## src/rtl/div_updown_pkg.sv

```systemverilog
// Shared defaults and helpers for the divided up/down counter.
package div_updown_pkg;

   localparam int unsigned DEF_WIDTH   = 4;
   localparam int unsigned DEF_DIV_W   = 3;
   localparam int unsigned DEF_RST_VAL = 0;

   // Largest value representable in w bits.
   function automatic int unsigned max_val(input int unsigned w);
      return (32'd1 << w) - 32'd1;
   endfunction

endpackage

```

## src/rtl/clk_en_div.sv

```systemverilog
// Programmable clock-enable divider: raises step every div_sel+1 enabled cycles.
module clk_en_div
   import div_updown_pkg::*;
#(
   parameter int unsigned DIV_W = DEF_DIV_W
) (
   input  logic             clk,
   input  logic             rst,
   input  logic             en,
   input  logic [DIV_W-1:0] div_sel,
   input  logic             clr,
   output logic             step
);

   logic [DIV_W-1:0] div_cnt;

   // A compare rather than equality means a lowered div_sel fires at once.
   assign step = en && (div_cnt >= div_sel);

   always_ff @(posedge clk) begin
      if (!rst) begin
         div_cnt <= '0;
      end else if (clr || step) begin
         div_cnt <= '0;
      end else if (en) begin
         div_cnt <= div_cnt + DIV_W'(1);
      end
   end

endmodule

```

## src/rtl/div_updown_counter.sv

```systemverilog
// Up/down counter advanced by a divided clock enable, with wrap/saturate and sticky overflow.
module div_updown_counter
   import div_updown_pkg::*;
#(
   parameter int unsigned WIDTH   = DEF_WIDTH,
   parameter int unsigned DIV_W   = DEF_DIV_W,
   parameter int unsigned RST_VAL = DEF_RST_VAL
) (
   input  logic             clk,
   input  logic             rst,
   input  logic             en,
   input  logic [DIV_W-1:0] div_sel,
   input  logic             dir,
   input  logic             sat,
   input  logic             load,
   input  logic [WIDTH-1:0] load_val,
   input  logic             ovf_clr,
   output logic [WIDTH-1:0] count,
   output logic             tick,
   output logic             tc,
   output logic             ovf
);

   localparam logic [WIDTH-1:0] MAX = WIDTH'(max_val(WIDTH));

   logic             step;
   logic             at_lim;
   logic [WIDTH-1:0] nxt;

   clk_en_div #(
      .DIV_W (DIV_W)
   ) u_div (
      .clk     (clk),
      .rst     (rst),
      .en      (en),
      .div_sel (div_sel),
      .clr     (load),
      .step    (step)
   );

   // Limit in the current direction; doubles as terminal count.
   assign at_lim = dir ? (count == MAX) : (count == '0);
   assign tc     = at_lim;

   always_comb begin
      nxt = count;
      if (at_lim) begin
         if (!sat) begin
            nxt = dir ? '0 : MAX;
         end
      end else begin
         nxt = dir ? count + WIDTH'(1) : count - WIDTH'(1);
      end
   end

   always_ff @(posedge clk) begin
      if (!rst) begin
         count <= WIDTH'(RST_VAL);
         tick  <= 1'b0;
         ovf   <= 1'b0;
      end else if (load) begin
         count <= load_val;
         tick  <= 1'b0;
         if (ovf_clr) begin
            ovf <= 1'b0;
         end
      end else begin
         tick <= step;
         // A boundary step wins over a simultaneous clear.
         ovf  <= (ovf && !ovf_clr) || (step && at_lim);
         if (step) begin
            count <= nxt;
         end
      end
   end

endmodule

```

## config.mk

```make
export PLATFORM = sky130hd
export DESIGN_NAME = div_updown_counter
export DESIGN_NICKNAME = d
export VERILOG_FILES = /design/src/rtl/div_updown_pkg.sv /design/src/rtl/clk_en_div.sv /design/src/rtl/div_updown_counter.sv
export SDC_FILE = /design/constraint.sdc
export NUM_CORES = 1
export LEC_CHECK = 0
export ABC_AREA = 1
export CAP_MARGIN = 20
export CELL_PAD_IN_SITES_DETAIL_PLACEMENT = 2
export CELL_PAD_IN_SITES_GLOBAL_PLACEMENT = 2
export CORE_ASPECT_RATIO = 1.75
export CORE_UTILIZATION = 25
export DETAILED_ROUTE_END_ITERATION = 6
export HOLD_SLACK_MARGIN = 0.02
export PLACE_DENSITY_LB_ADDON = 0.12
export SLEW_MARGIN = 5
export SYNTH_ARGS = -nofsm -noshare
export SYNTH_HDL_FRONTEND = slang
export SYNTH_SLANG_ARGS = --single-unit
```

## constraint.sdc

```tcl
create_clock -name clk -period 2.7 [get_ports clk]
set_input_delay 0.54 -clock clk [delete_from_list [all_inputs] [get_ports clk]]
set_output_delay 0.54 -clock clk [all_outputs]
set_load 0.005 [all_outputs]
```

Word-level counts from Yosys, hierarchy flattened. Cells that the tools add are included.

Register bits after elaboration: 9. Output and inout bits: 7.

$add $sub $neg: 3. Order comparisons: 1. Eq/ne operators: 3. Muxes and demuxes: 9. Bitwise logic cells: 1. Reduce and logical (&&, ||, !) cells: 11.

Operators with widths (number): two-way mux 4 bit (6); adder 4 x 1 -> 4 bit, second input constant (1); == test 4 bit, second input constant (1); zero test 4 bit (1); OR reduction 2 bit (2); subtractor 4 x 1 -> 4 bit, second input constant (1); adder 3 x 1 -> 3 bit, second input constant (1); >= comparator 3 bit (1); logical AND 1 bit (3); two-way mux 1 bit (3); != test 3 bit, second input constant (1); logical OR 1 bit (2); != test 2 x 1 -> 1 bit, second input constant (1); AND reduction 2 bit (1); nonzero test 2 bit (1); zero test 1 bit (1); inverter 1 bit (1).

Longest topological paths before layout. Gate-level depths: netlist (run 1).

Word-level depth: 5. Gate-level depth with buffers: 12. Gate-level depth less buffers: 12.

By module. Synthesis (run 1) repeated with hierarchy kept, for this count alone.

Cell total of the unflattened synthesis: 100. Area, all modules: 681.9 µm².

Modules (own cells, without submodules): div_updown_counter (instances 1, cells an instance 70, area each 455.4 µm²); clk_en_div (instances 1, cells an instance 30, area each 226.5 µm²).

Least setup slack after synthesis (run 1). No wires, ideal clock.

Kind: input port to flip-flop. Start point: input dir. End point: register count[3]. Setup time: 0.114 ns. Arrival: 1.552 ns. Data required time: 2.586 ns. Path slack: 1.034 ns. Stages on the path: 11. Buffers on the path: 0. Cell sequence: inv_2 > ha_1 > or2_2 > nand2_1 > nand2_1 > nand3_1 > nand2_1 > nand2_1 > nand2_2 > nand2_2 > nor2_2.

Word-level cells in the longest chain between the ends: 5. Elaborated cells on any way between the ends: 9.

RTL lines: start: declaration (line div_updown_counter.sv:13) `input logic dir,`; two-way mux 4 bit (line div_updown_counter.sv:49) `nxt = dir ? '0 : MAX;`; two-way mux 4 bit (line div_updown_counter.sv:48) `if (!sat) begin`; two-way mux 4 bit (line div_updown_counter.sv:47) `if (at_lim) begin`; two-way mux 4 bit (line div_updown_counter.sv:71) `if (step) begin`; two-way mux 4 bit (line div_updown_counter.sv:61) `end else if (load) begin`; end signal: assignment (line div_updown_counter.sv:58) `count <= WIDTH'(RST_VAL);`; end signal: assignment (line div_updown_counter.sv:62) `count <= load_val;`; end signal: assignment (line div_updown_counter.sv:72) `count <= nxt;`; end: declaration (line div_updown_counter.sv:18) `output logic [WIDTH-1:0] count,`.

Several ways; a longest one is shown, not always the timed one. The select of a mux whose other input is x is not followed. A chain may end at the register's enable or synchronous reset.

Worst setup path in the final report (run 1).
Start point: input dir. End point: output tc.

Word-level cells in the longest chain between the ends: 1.

RTL lines: two-way mux 1 bit (line div_updown_counter.sv:42) `assign at_lim = dir ? (count == MAX) : (count == '0);`; end: declaration (line div_updown_counter.sv:20) `output logic tc,`.

No other way between the ends.

==> results of run 1 <==
==> state kept, by name (all words and copies together) (netlist names) <==
signal / count
count: 4
tick: 1
ovf: 1
u_div.div_cnt: 3
==> worst paths after layout <==
check        endpoint  slack (ns)
max reg2reg  count[3]        1.13
min               ovf        0.49
min reg2reg       ovf        0.49
max                tc        0.18
==> per-layer routing <==
layer  routed length [um]  part of all wire  GRT usage
met1                  683              0.36      0.167
met2                 1130              0.60      0.280
met3                   63             0.033     0.0288
met4                   12            0.0063     0.0556
met5                    0                 0          0
==> worst max-delay path: cells and delay by family <==
family / cells / cell delay [ns]
buffers and inverters: 3 / 1.07
and+or+nand+nor: 3 / 0.36
==> power groups by stage <==
stage / combinational (mW) / sequential (mW) / clock, mW
global placement: 0.126 / 0.157 / 0
detailed placement: 0.131 / 0.158 / 0
global route: 0.145 / 0.157 / 0.171
CTS: 0.132 / 0.155 / 0.162
finish: 0.127 / 0.155 / 0.157
floorplan: 0.0719 / 0.155 / 0
==> cell type report <==
| type | instances | area, um^2 |
|---|---|---|
| flip-flops and latches | 9 | 180 |
| clock buffers | 4 | 45.0 |
| fillers | 316 | 1560 |
| well taps | 26 | 32.5 |
| inverters | 13 | 51.3 |
| repair buffers | 20 | 200 |
| multi-input cells | 73 | 420 |
==> cells by family after synthesis <==
logic type / Yosys count / share of synthesized area
xor+xnor: 2 / 0.0269
flops: 9 / 0.276
simple gates: 54 / 0.382
fa+ha+maj: 7 / 0.146
compound gates: 9 / 0.0749
buf+inv: 13 / 0.0787
mux: 1 / 0.0154
==> layout by cell type (no fill, tap or decap) <==
cell type	Yosys	final
clkbuf_8	0	3
ha_1	6	6
o21ai_0	2	2
inv_1	11	11
inv_2	1	1
nand3_1	8	8
nor2_1	11	11
xor2_1	1	1
xnor2_1	1	1
a21oi_1	6	6
fa_1	1	1
o32ai_1	1	1
nand2_2	4	4
nor2_2	2	2
clkbuf_1	0	1
dfxtp_1	9	9
or2_2	3	3
clkdlybuf4s50_1	0	20
nand2_1	24	24
nand3_2	1	1
mux2i_1	1	1
nand2_4	1	1
inv_4	1	1
==> per-stage QoR <==
| step | std cells | utilization | cell area, um^2 | worst slack [ns] |
|---|---|---|---|---|
| final | 145 | 0.373 | 930 | 0.179 |
| after detailed placement | 141 | 0.355 | 885 | 0.177 |
| after floorplan | 95 | - | 652 | 1.03 |
| after global routing | 145 | 0.373 | 930 | 0.0711 |
| after global placement | 141 | 0.355 | 885 | 0.226 |
| after CTS | 145 | 0.373 | 930 | 0.162 |
==> Yosys cell counts <==
| master | number | area [um^2] |
|---|---|---|
| xor2_1 | 1 | 8.76 |
| or2_2 | 3 | 18.8 |
| nor2_2 | 2 | 12.5 |
| nand2_4 | 1 | 11.3 |
| nand3_1 | 8 | 40.0 |
| o32ai_1 | 1 | 8.76 |
| inv_1 | 11 | 41.3 |
| nand3_2 | 1 | 10.0 |
| nor2_1 | 11 | 41.3 |
| nand2_1 | 24 | 90.1 |
| dfxtp_1 | 9 | 180 |
| a21oi_1 | 6 | 30.0 |
| mux2i_1 | 1 | 10.0 |
| fa_1 | 1 | 20.0 |
| ha_1 | 6 | 75.1 |
| inv_2 | 1 | 3.75 |
| o21ai_0 | 2 | 10.0 |
| nand2_2 | 4 | 25.0 |
| inv_4 | 1 | 6.26 |
| xnor2_1 | 1 | 8.76 |
==> out/results.tsv, run 1 <==
stage	metric	value	unit
power	finalPower	440	uW
cells_and_area	syn_to_final_growth	42.6	%
power	pwr-share-comb	0.290	
drt	route.detailed.drc	0	
power	power_density	473	nW/um^2
synthesis	ys_ff_latch	9	
setup_path	crit_start	dir	
placement	place.gp.congestion	0.739	
power	p_int	310	uW
drt	drt_pass1_iterations	3	
clocking	clk_latency	0.23	ns
placement	dp_hpwl	1610	um
clocking	cts_hold_buf	0	
drt	ant_nets	0	
setup_path	endpoint_kind	output port	
global_route	antenna_found_initial	0	
sta	grt_setup_unrepaired	no	
setup_path	crit_fanout	6	
clocking	clockBufferDepth	2	
clocking	post-cts-setup-buffers	0	
cells_and_area	nNetsFinal	141	
synthesis	synthCells	95	
clocking	cts_tree	yes	
floorplanning	boundaryPins	21	
drt	vias	690	
setup_path	worst_r2r_path_depth	10	
setup_path	timing.rr.start	count[2]	
clocking	cts.clk_slew.worst_paths	0.05	ns
setup_path	cp_slowest_cell	clkdlybuf4s50_1	
setup_path	cp.arrival	1.98	ns
sta	hold_viol	0	
sta	hold-worst-slack	0.487	ns
floorplanning	coreArea	2490	um^2
placement	numPortBuffers	20	
power	seqPwrFrac	0.353	
setup_path	required	2.16	ns
setup_path	start_kind	input pin	
drt	avgRoutedWirePerCell	13.0	um
min_path	whs_path_depth	2	
sta	tns	0	ns
setup_path	path_class	input pin to output port	
synthesis	ys_types	20	
global_route	grt_use_total	0.158	
sta	min_period	2.52	ns
power	power_switching	130	uW
floorplanning	die_area	2820	um^2
setup_path	crit_chain	clkdlybuf4s50_1 > inv_2 > nor2_2 > nand3_2 > nand2_2 > clkdlybuf4s50_1	
sta	period_share	0.934	
synthesis	avgSynthCellArea	6.86	um^2
drt	routed_wl	1890	um
setup_path	slowest_delay	0.50	ns
sta	worstMarginPinSlew	0.288	ns
power	p_leak	0.436	nW
synthesis	yosys_warnings	0	
clocking	root_buffer	clkbuf_8	
global_route	grt_pass1_wl	3130	um
drt	first_iter_violations	8	
global_route	overflow	0	
clocking	post_cts_resize_count	0	
min_path	hold_start	ovf	
min_path	hold_path.class	flop to flop	
power	clkPwrFrac	0.358	
job	maxCapViolations	0	
clocking	cts.sinks	9	
floorplanning	num_rows	24	
floorplanning	start_util	0.262	
global_route	grt_max_degree	8	
clocking	htreeDepth	1	
setup_path	cp_common_cell	clkdlybuf4s50_1	
floorplanning	die_h	69.6	um
run_status	outcome	completed	
floorplanning	die_x	40.6	um
cells_and_area	antennaDiodeCount	0	
sta	maxSlewHeadroom	0.808	
power	vdd_ir_drop_max	251	uV
sta	fin_skew	0.00201	ns
synthesis	seq_area_frac_synth	0.276	
synthesis	syn-num-nets	116	
power	swShare	0.296	
cells_and_area	drive_above_1_share	0.134	
clocking	cts_buffers	3	
sta	report.final.slew_viol_count	0	
sta	fmax	0.397	GHz
drt	routed_via_density	4.76	
synthesis	netlist_area	652	um^2
sta	setup_violations	0	
global_route	first_global_vias	706	
No activity file was read; power rests on OpenSTA's default activity.
==> run 2: changes to the inputs <==
PLACE_DENSITY = 0.87   (was not set)
PLACE_DENSITY_LB_ADDON = not set   (was 0.12)
TNS_END_PERCENT = 1   (was not set)
==> run 2 against run 1 <==
Against the previous run:
- count of clock-buffer cells in the layout did not move
- die area unchanged
- via count up 1.6%
- combinational power rose by 4%
- global-route usage rose by 1.5 points
- cell area did not move
- critical path depth is the same
- final cell count unchanged
- maximum frequency rose by 0.20%
- clock skew fell by 0.0016 ns
- highest routed layer unchanged
==> out/results.tsv, run 2 (synthesis results as in run 1) <==
stage	metric	value	unit	change
sta	period_share	0.932		-0.00187
setup_path	endpoint_kind	output port		
sta	fin_skew	0.000451	ns	-0.00156 ns
power	seqPwrFrac	0.346		-0.007
floorplanning	start_util	0.262		unchanged
sta	worstMarginPinSlew	0.302	ns	+0.0143 ns
placement	numPortBuffers	20		unchanged
setup_path	reg2reg_to	count[0]		
global_route	grt_use_total	0.173		+0.0148
cells_and_area	regMostFlops	count		
placement	dp_hpwl	1700	um	+5.6%
setup_path	start_kind	input pin		
power	p_leak	0.436	nW	unchanged
power	p_int	310	uW	about the same
power	power_switching	137	uW	+5.7%
power	swShare	0.307		+0.0115
global_route	grt_pass1_wl	3260	um	+4.0%
run_status	outcome	completed		
global_route	first_global_vias	758		+7.4%
sta	hold_viol	0		unchanged
setup_path	rrSetupSlack	1.07	ns	-0.06 ns
setup_path	crit_end	tc		
job	maxCapViolations	0		unchanged
sta	grt_setup_unrepaired	no		
cells_and_area	layout_commonest_cell	nand2_1		
clocking	clk_latency	0.23	ns	about the same
cells_and_area	antennaDiodeCount	0		unchanged
cells_and_area	final_cells	145		unchanged
clocking	cts_tree	yes		
setup_path	worst_r2r_path_depth	9		-1
drt	ant_nets	0		unchanged
placement	placed_area	885	um^2	unchanged
cells_and_area	syn_to_final_growth	42.6	%	unchanged
power	vdd_ir_drop_max	157	uV	-37%
floorplanning	die_h	69.6	um	unchanged
global_route	antenna_found_initial	0		unchanged
drt	drt_pass1_iterations	2		-1
global_route	grt_max_degree	8		unchanged
drt	avgRoutedWirePerCell	14.4	um	+11%
min_path	whs_path_depth	2		unchanged
clocking	post_cts_resize_count	0		unchanged
setup_path	slowest_delay	0.51	ns	about the same
drt	routed_via_density	4.83		+1.6%
sta	min_period	2.52	ns	-0.00504 ns
setup_path	crit_start	dir		
clocking	clockBufferDepth	2		unchanged
setup_path	crit_fanout	6		unchanged
placement	place.gp.congestion	0.773		+4.6%
sta	report.final.slew_viol_count	0		unchanged
setup_path	path_class	input pin to output port		
placement	placed_cells	141		unchanged
sta	timing.final.ws_setup	0.184	ns	+0.00504 ns
sta	maxSlewHeadroom	0.798		-0.00956
clocking	root_buffer	clkbuf_8		
setup_path	timing.rr.start	u_div.div_cnt[2]		
cells_and_area	fin_area	930	um^2	unchanged
floorplanning	num_rows	24		unchanged
drt	vias	701		+1.6%
setup_path	cp_top_family	buffers and inverters		
floorplanning	coreArea	2490	um^2	unchanged
cells_and_area	top_regs	count x4, u_div.div_cnt x3		
setup_path	crit_chain	clkdlybuf4s50_1 > inv_2 > nor2_2 > nand3_2 > nand2_2 > clkdlybuf4s50_1		
clocking	post-cts-setup-buffers	0		unchanged
floorplanning	boundaryPins	21		unchanged
placement	pre_cts_slack	0.163	ns	-0.0138 ns
drt	first_iter_violations	9		+1
clocking	cts.clk_slew.worst_paths	0.05	ns	about the same
floorplanning	die_x	40.6	um	unchanged
sta	setup_violations	0		unchanged
floorplanning	die_area	2820	um^2	unchanged
sta	tns	0	ns	unchanged
power	power_density	481	nW/um^2	+1.8%
drt	route.detailed.drc	0		unchanged
setup_path	cp_slowest_cell	clkdlybuf4s50_1		
cells_and_area	final_cell_mix	nand2_1 (24), clkdlybuf4s50_1 (20), inv_1 (11), nor2_1 (11), dfxtp_1 (9)		
setup_path	worst-path-stages	6		unchanged
clocking	cts.sinks	9		unchanged
setup_path	cp_num_buf_inv	3		unchanged
sta	fmax	0.397	GHz	+0.20%
min_path	hold_path.class	flop to flop		
clocking	htreeDepth	1		unchanged
setup_path	cp.arrival	1.98	ns	about the same
drt	routed_wl	2090	um	+11%
cells_and_area	largest_reg_flops	4		unchanged
power	clkPwrFrac	0.359		about the same
power	pwr-share-comb	0.294		+0.004
setup_path	cp_common_cell	clkdlybuf4s50_1		
cells_and_area	drive_above_1_share	0.134		unchanged
clocking	cts_buffers	3		unchanged
setup_path	required	2.16	ns	about the same
global_route	overflow	0		unchanged
cells_and_area	nNetsFinal	141		unchanged
clocking	cts_hold_buf	0		unchanged
[run 2: cell counts in the layout (fill, tap and decap cells not counted)]
Identical to the previous run, type by type.
[run 2: cell type report]
cell class | count | area (um^2)
Sequential cell | 9 | 180
Fill cell | 308 | 1560
Multi-Input combinational cell | 73 | 420
Inverter | 13 | 51.3
Clock buffer | 4 | 45.0
Tap cell | 26 | 32.5
Timing Repair Buffer | 20 | 200
[run 2: metal layers]
layer	vias to the layer above	wire length, um	global-route usage
li1	346	-	-
met1	334	665	0.145
met2	17	1310	0.342
met3	4	92	0.0224
met4	0	22	0.0667
met5	-	0	0
[run 2: power by group through the flow]
stage / logic, mW / clock network, mW / registers (mW)
floorplan: 0.0719 / 0 / 0.155
global placement: 0.126 / 0 / 0.157
detailed placement: 0.133 / 0 / 0.157
CTS: 0.135 / 0.163 / 0.155
global route: 0.148 / 0.170 / 0.157
finish: 0.132 / 0.161 / 0.155
[run 2: metrics by stage]
stage / total power [mW] / hold slack, ns / util
floorplan: 0.226 / 0.455 / -
global placement: 0.283 / 0.468 / 0.355
detailed placement: 0.290 / 0.480 / 0.355
CTS: 0.454 / 0.489 / 0.373
global route: 0.475 / 0.521 / 0.373
finish: 0.447 / 0.489 / 0.373
[run 2: worst min path at each step]
stage	startpoint	end	slack, ns
finish	ovf	ovf	0.49
global route	ovf	ovf	0.52
detailed placement	ovf	ovf	0.48
CTS	ovf	ovf	0.49
floorplan	u_div.div_cnt[2]	u_div.div_cnt[2]	0.46
global placement	ovf	ovf	0.47
[run 2: worst min-delay path, cell delays in order, from the launching register on]
cell and delay (ns):
dfxtp_1 0.31, inv_1 0.05, o32ai_1 0.08
==> run 3: changes to the inputs <==
GPL_TIMING_DRIVEN = 1   (was not set)
==> results of run 3 <==
Final layout, timing and power as in run 2 (identical DEF).
